**src/rtl/mem_bus_pkg.sv**
```systemverilog
// Shared definitions for the memory bus interface stage: bus widths, the
// error fill pattern and the access state machine encoding.
package mem_bus_pkg;

  localparam int MEM_ADDR_W = 20;
  localparam int MEM_DATA_W = 16;

  localparam logic [MEM_DATA_W-1:0] MEM_ERR_DATA = 16'hFFFF;

  typedef enum logic [2:0] {
    ST_IDLE,
    ST_SETUP,
    ST_ACCESS,
    ST_HOLD,
    ST_ACK
  } bus_state_t;

endpackage

```
**src/rtl/mem_bus_if.sv**
```systemverilog
// Memory bus interface: turns a four-phase request from execute into one
// registered SRAM-style access with wait states, ready stretch and timeout.
module mem_bus_if
  import mem_bus_pkg::*;
#(
  parameter int WAIT_STATES = 1,
  parameter int TIMEOUT     = 64
) (
  input  logic                  clk,
  input  logic                  rst_n,
  input  logic                  rqm_n,
  input  logic                  rwm_n,
  input  logic [MEM_ADDR_W-1:0] adm_n,
  input  logic [MEM_DATA_W-1:0] dwm_n,
  output logic                  akm_n,
  output logic [MEM_DATA_W-1:0] drm_n,
  output logic                  mem_err,
  output logic [MEM_ADDR_W-1:0] ext_addr,
  output logic [MEM_DATA_W-1:0] ext_dout,
  input  logic [MEM_DATA_W-1:0] ext_din,
  output logic                  ext_dq_oe,
  output logic                  ext_ce_n,
  output logic                  ext_oe_n,
  output logic                  ext_we_n,
  input  logic                  ext_rdy
);

  localparam logic [3:0] WAIT_LOAD     = 4'(WAIT_STATES);
  localparam logic [8:0] TIMEOUT_LIMIT = 9'(TIMEOUT);

  bus_state_t state, state_next;

  logic [3:0] wait_cnt;
  logic [7:0] to_cnt;
  logic [8:0] to_inc;
  logic       is_read;
  logic       access_done;
  logic       access_timeout;

  always_ff @(posedge clk or negedge rst_n) begin
    if (!rst_n) begin
      state <= ST_IDLE;
    end else begin
      state <= state_next;
    end
  end

  // Completion takes priority over a timeout landing on the same edge.
  always_comb begin
    state_next     = state;
    access_done    = 1'b0;
    access_timeout = 1'b0;
    to_inc         = {1'b0, to_cnt} + 9'd1;
    case (state)
      ST_IDLE:   if (rqm_n) state_next = ST_SETUP;
      ST_SETUP:  state_next = ST_ACCESS;
      ST_ACCESS: begin
        if (wait_cnt == 4'd0 && ext_rdy) begin
          access_done = 1'b1;
        end else if (TIMEOUT_LIMIT != 9'd0 && to_inc == TIMEOUT_LIMIT) begin
          access_timeout = 1'b1;
        end
        if (access_done || access_timeout) state_next = ST_HOLD;
      end
      ST_HOLD:   state_next = ST_ACK;
      ST_ACK:    if (!rqm_n) state_next = ST_IDLE;
      default:   state_next = ST_IDLE;
    endcase
  end

  // Every output is a register loaded on the edge that enters the phase.
  always_ff @(posedge clk or negedge rst_n) begin
    if (!rst_n) begin
      akm_n     <= 1'b0;
      drm_n     <= '0;
      mem_err   <= 1'b0;
      ext_addr  <= '0;
      ext_dout  <= '0;
      ext_dq_oe <= 1'b0;
      ext_ce_n  <= 1'b1;
      ext_oe_n  <= 1'b1;
      ext_we_n  <= 1'b1;
      wait_cnt  <= 4'd0;
      to_cnt    <= 8'd0;
      is_read   <= 1'b1;
    end else begin
      case (state)
        ST_IDLE: begin
          if (rqm_n) begin
            is_read   <= rwm_n;
            ext_addr  <= adm_n;
            ext_ce_n  <= 1'b0;
            ext_dq_oe <= ~rwm_n;
            mem_err   <= 1'b0;
            if (!rwm_n) ext_dout <= dwm_n;
          end
        end
        ST_SETUP: begin
          ext_oe_n <= ~is_read;
          ext_we_n <= is_read;
          wait_cnt <= WAIT_LOAD;
          to_cnt   <= 8'd0;
        end
        ST_ACCESS: begin
          to_cnt <= to_inc[7:0];
          if (wait_cnt != 4'd0) wait_cnt <= wait_cnt - 4'd1;
          if (access_done && is_read) drm_n <= ext_din;
          if (access_timeout) begin
            mem_err <= 1'b1;
            if (is_read) drm_n <= MEM_ERR_DATA;
          end
          if (access_done || access_timeout) begin
            ext_oe_n <= 1'b1;
            ext_we_n <= 1'b1;
          end
        end
        ST_HOLD: begin
          akm_n     <= 1'b1;
          ext_ce_n  <= 1'b1;
          ext_dq_oe <= 1'b0;
        end
        ST_ACK: begin
          if (!rqm_n) akm_n <= 1'b0;
        end
        default: ;
      endcase
    end
  end

endmodule
```
**config.mk**
```make
export PLATFORM = sky130hd
export DESIGN_NAME = mem_bus_if
export DESIGN_NICKNAME = d
export VERILOG_FILES = /design/src/rtl/mem_bus_pkg.sv /design/src/rtl/mem_bus_if.sv
export SDC_FILE = /design/constraint.sdc
export NUM_CORES = 1
export LEC_CHECK = 0
export ABC_AREA = 1
export BUFFER_PORTS_ARGS = -buffer_cell sky130_fd_sc_hd__buf_2
export CORE_MARGIN = 2
export CORE_UTILIZATION = 32
export DETAILED_ROUTE_END_ITERATION = 8
export PLACE_DENSITY_LB_ADDON = 0.25
export SLEW_MARGIN = 20
export SYNTH_ARGS = -nofsm -noshare
export SYNTH_HDL_FRONTEND = slang
export SYNTH_SLANG_ARGS = --single-unit
```
**constraint.sdc**
```tcl
create_clock -name clk -period 2.6 [get_ports clk]
set_clock_uncertainty 0.2 [all_clocks]
set_input_delay 0.78 -clock clk [delete_from_list [all_inputs] [get_ports clk]]
set_output_delay 0.78 -clock clk [all_outputs]
set_load 0.05 [all_outputs]
```
After elaboration in Yosys (flattened, before gate mapping). Index checks and enable logic that the tools add are counted.

Reduce and logical (&&, ||, !) cells: 19. Bitwise operators: 2. Mux-type cells: 28. Equal/unequal tests: 11. Add/subtract/negate cells: 2.

Operators with widths (count): $mux W16 (3); $pmux W8 S2 (1); $pmux W3 S5 (1); $mux W1 (12); $ne A2 B2 Y1 const B (6); $pmux W1 S2 (6); $reduce_and A2 Y1 (5); $add A8 B1 Y9 const B (1); $eq A9 B7 Y1 const B (1); $mux W3 (3); $reduce_and A3 Y1 (3); $pmux W4 S2 (1); $reduce_bool A2 Y1 (4); $eq A3 B2 Y1 const B (2); $logic_not A4 Y1 (1); $mux W4 (1); $reduce_bool A4 Y1 (1); $sub A4 B1 Y4 const B (1); $eq A3 B1 Y1 const B (1); $eq A3 B3 Y1 const B (1); $logic_not A3 Y1 (1); $logic_and A1 B1 Y1 (2); $logic_or A1 B1 Y1 (2); $not A1 Y1 (2).

Output and inout port bits: 58. Logic and storage cells: 75. Input bits: 57. Register bits after elaboration: 74.

Longest topological paths before layout.
Depth after elaboration: 9. Gate-level depth with buffers: 11. Depth with buffers taken out: 11.

Worst setup path after synthesis. OpenSTA, ideal clock, no wires.

Path kind: in2reg. Start: input rqm_n. End: register ext_dout[10]. Library setup time: 0.119 ns. Path buffers: 1. Setup slack: 0.643 ns. Data required time: 2.281 ns. Stages: 8. Arrival time: 1.638 ns. Path through: inv_1 -> nor3_4 -> inv_2 -> nor2_4 -> inv_2 -> buf_2 -> nand2_1 -> nand2_1.

Cells in the longest elaborated chain, start to end: 1.

RTL lines: from (decl) (line mem_bus_if.sv:11) `input logic rqm_n,`; $reduce_and A3 Y1 (no source line); to (signal assigned) (line mem_bus_if.sv:95) `if (!rwm_n) ext_dout <= dwm_n;`; to (decl) (line mem_bus_if.sv:19) `output logic [MEM_DATA_W-1:0] ext_dout,`.

Every way passes these cells. A chain may end at the register's enable or synchronous reset.

Final worst setup path.
Start: register ext_ce_n. End: output ext_ce_n.

RTL lines: from (decl) (line mem_bus_if.sv:22) `output logic ext_ce_n,`; from (signal assigned) (line mem_bus_if.sv:80) `ext_ce_n <= 1'b1;`; from (signal assigned) (line mem_bus_if.sv:92) `ext_ce_n <= 1'b0;`; from (signal assigned) (line mem_bus_if.sv:119) `ext_ce_n <= 1'b1;`.

No word-level cell between the ends.

==> results.py <==
metrics = {
    "clocking": {
        "hold_buffers": 0,
        "numCtsBuffers": 9,
        "ctsRootBufferMaster": "clkbuf_8",
        "clk_pin_slew_ps": 80,
        "clkLatencyLatePin_ps": 340,
        "post-cts-setup-buffers": 0,
        "clockBufferDepth": 2,
        "cts_tree": "built",
        "cts_resized": 0,
        "clock_sinks": 74,
        "cts_max_level": 3,
    },
    "floorplan": {
        "pin_count": 115,
        "start_util_pct": 32.7,
        "fp.dieH_um": 104,
        "fp.dieW_um": 104,
        "rows": 36,
        "die_area_um2": 10700,
        "coreArea_um2": 9680,
    },
    "timing": {
        "worst_slew_pin_slew_ps": 431,
        "finalCritPeriodShare_pct": 81.5,
        "min_period_ps": 2120,
        "setup-violations-final": 0,
        "rsz0062_at_grt": "false",
        "fin_ws_ps": 482,
        "max_slew_margin_pct": 71.2,
        "hold_viol": 0,
        "drv_slew": 0,
        "setup_tns_ps": 0,
        "timing.fmax_mhz": 472,
    },
    "routing": {
        "postRouteAntennaNets": 0,
        "dr.first_iter.drc_count": 115,
        "top_layer_used": "met4",
        "wl_met3_um": 497,
        "m1WireLength_um": 3340,
        "wl_per_cell_um": 11.9,
        "vias": 2632,
        "met2_length_um": 3300,
        "drc_errors": 0,
        "drt_first_pass_iters": 4,
        "wl_um": 7230,
        "via_per_inst": 4.32,
    },
    "job": {
        "maxCapViolCount": 0,
    },
    "final_layout": {
        "drive_above_1_share_pct": 31.5,
        "final_cells": 609,
        "fin_nets": 530,
        "fin_util_pct": 42.2,
        "fill_cells": 993,
        "n_antenna_cell": 0,
        "syn2layout_area_growth_pct": 29.1,
    },
    "synth": {
        "synth_edf_count": 0,
        "synth_nets": 410,
        "ys_warn_count": 0,
        "ys_seq_elements": 74,
        "yosysUniqueCellTypes": 32,
        "syn_avg_cell_area_um2": 9.03,
        "syn_inst": 351,
        "synthArstFlopShare_pct": 100,
        "synthFlopType": "dfrtp_1",
        "yosysSeqAreaShare_pct": 58.6,
        "netlist_area_um2": 3170,
    },
    "grt": {
        "track_usage_pct": 14.2,
        "first_global_vias": 2630,
        "grt_first_pass_wirelength_um": 12500,
        "overflow": 0,
        "grt_max_degree": 44,
        "antenna_found_initial": 0,
    },
    "placed_design": {
        "placed_cells": 593,
        "portBuffers": 114,
        "pre_cts_slack_ps": 436,
        "gp_congestion": 0.769,
        "dp_hpwl_um": 5140,
    },
    "setup_path": {
        "cp.arrival_ps": 1140,
        "critical-path-top-delay-family": "flip-flops",
        "cpPeakStageDelay_ps": 530,
        "crit_type": "reg -> out",
        "cp-end-kind": "output port",
        "cp_max_fo": 2,
        "cp.depth": 1,
        "critPathRequiredTime_ps": 1620,
        "cpMaxStageDelayCell": "dfstp_2",
        "reg2reg_depth": 7,
        "crit_chain": "buf_2",
        "critPathBufInv": 1,
        "startpoint_type": "register",
    },
    "pwr": {
        "total_power_w": 0.00583,
        "ir_drop_mv": 0.702,
        "p_leak_nw": 2.40,
        "powerDensity_nw_per_um2": 1430,
    },
    "status": {
        "status": "finished, final reports clean",
    },
    "worst_hold_path": {
        "worstHoldPathType": "in -> async",
    },
}
## layout by cell type, fill, tap and decap left out, types with 2 or more instances in the layout
cell      instances
buf_2           113
buf_4             5
clkbuf_8          9
clkinv_2          2
dfrtp_1          70
dfstp_2           4
ha_1              2
inv_1            24
inv_2             4
mux2i_1          15
nand2_1         163
nand3_1          11
nand4_1           4
nor2_1           13
o21ai_0           9
o22ai_1           5
xor2_1            2
## sequential cells by signal, summed over array words and instances (netlist names), 3 cells and up, named ones only
name      flops
wait_cnt      4
drm_n        15
ext_addr     20
to_cnt        8
state         3
ext_dout     16
## worst paths after layout
check / startpoint / end / slack [ps]
worst max-delay path: ext_ce_n / ext_ce_n / 480
worst min-delay path: rst_n / ext_addr[8] / 170
worst max register to register: to_cnt[0] / drm_n[13] / 580
worst min register to register: ext_oe_n / ext_oe_n / 260
max in group asynchronous: rst_n / ext_we_n / 1390
min in group clk: ext_oe_n / ext_oe_n / 260
## metal layers
layer / track usage (%) / vias up
met2: 22.3 / 84
li1: - / 1340
met4: 4.92 / 0
met1: 19.0 / 1200
met5: 0 / -
met3: 4.15 / 8
## final cells by class
class	instances	area, µm²	share of cell area (%)
sequential	74	1860	45.4
multi-input combinational	239	1150	28.0
timing repair buffer	119	623	15.2
tap	133	166	4.07
clock buffer	10	128	3.12
inverter	28	105	2.57
clock inverter	6	65.1	1.59
## through the flow
step                      hold WS, ps  instance area, µm²
after CTS                         167                4090
after floorplan                   284                3170
after detailed placement          253                3900
after global routing              186                4090
after global placement            253                3900
final                             169                4090
## where the power goes
group	switching, W	leakage (nW)	internal (W)
Clock	0.000443	0.0966	0.000446
Combinational	0.00231	1.37	0.000686
Sequential	0.000292	0.933	0.00165
Total	0.00305	2.40	0.00279
## cell usage after synthesis (3+ instances only)
master / count / share of area, %
nand2_1: 163 / 19
nand4_1: 4 / 0.79
mux2i_1: 15 / 4.7
nor2_1: 13 / 1.5
nand3_1: 11 / 1.7
buf_2: 3 / 0.47
o22ai_1: 5 / 0.99
o21ai_0: 9 / 1.4
inv_1: 24 / 2.8
clkbuf_1: 4 / 0.47
dfstp_2: 4 / 3.3
inv_2: 4 / 0.47
dfrtp_1: 70 / 55
## cell families (layout without fill, tap and decap cells)
logic type	count (synthesis)	after routing	share of synthesized area, %
flip-flops	74	74	58.6
buffers and inverters	38	163	5.21
XOR/XNOR	2	2	0.553
adder cells (fa/ha/maj)	2	2	0.789
AND/OR/NAND/NOR	201	201	26.7
multiplexers	15	15	4.74
AO/OA/AOI/OAI	19	19	3.43
(Power assumes the default switching activity.)
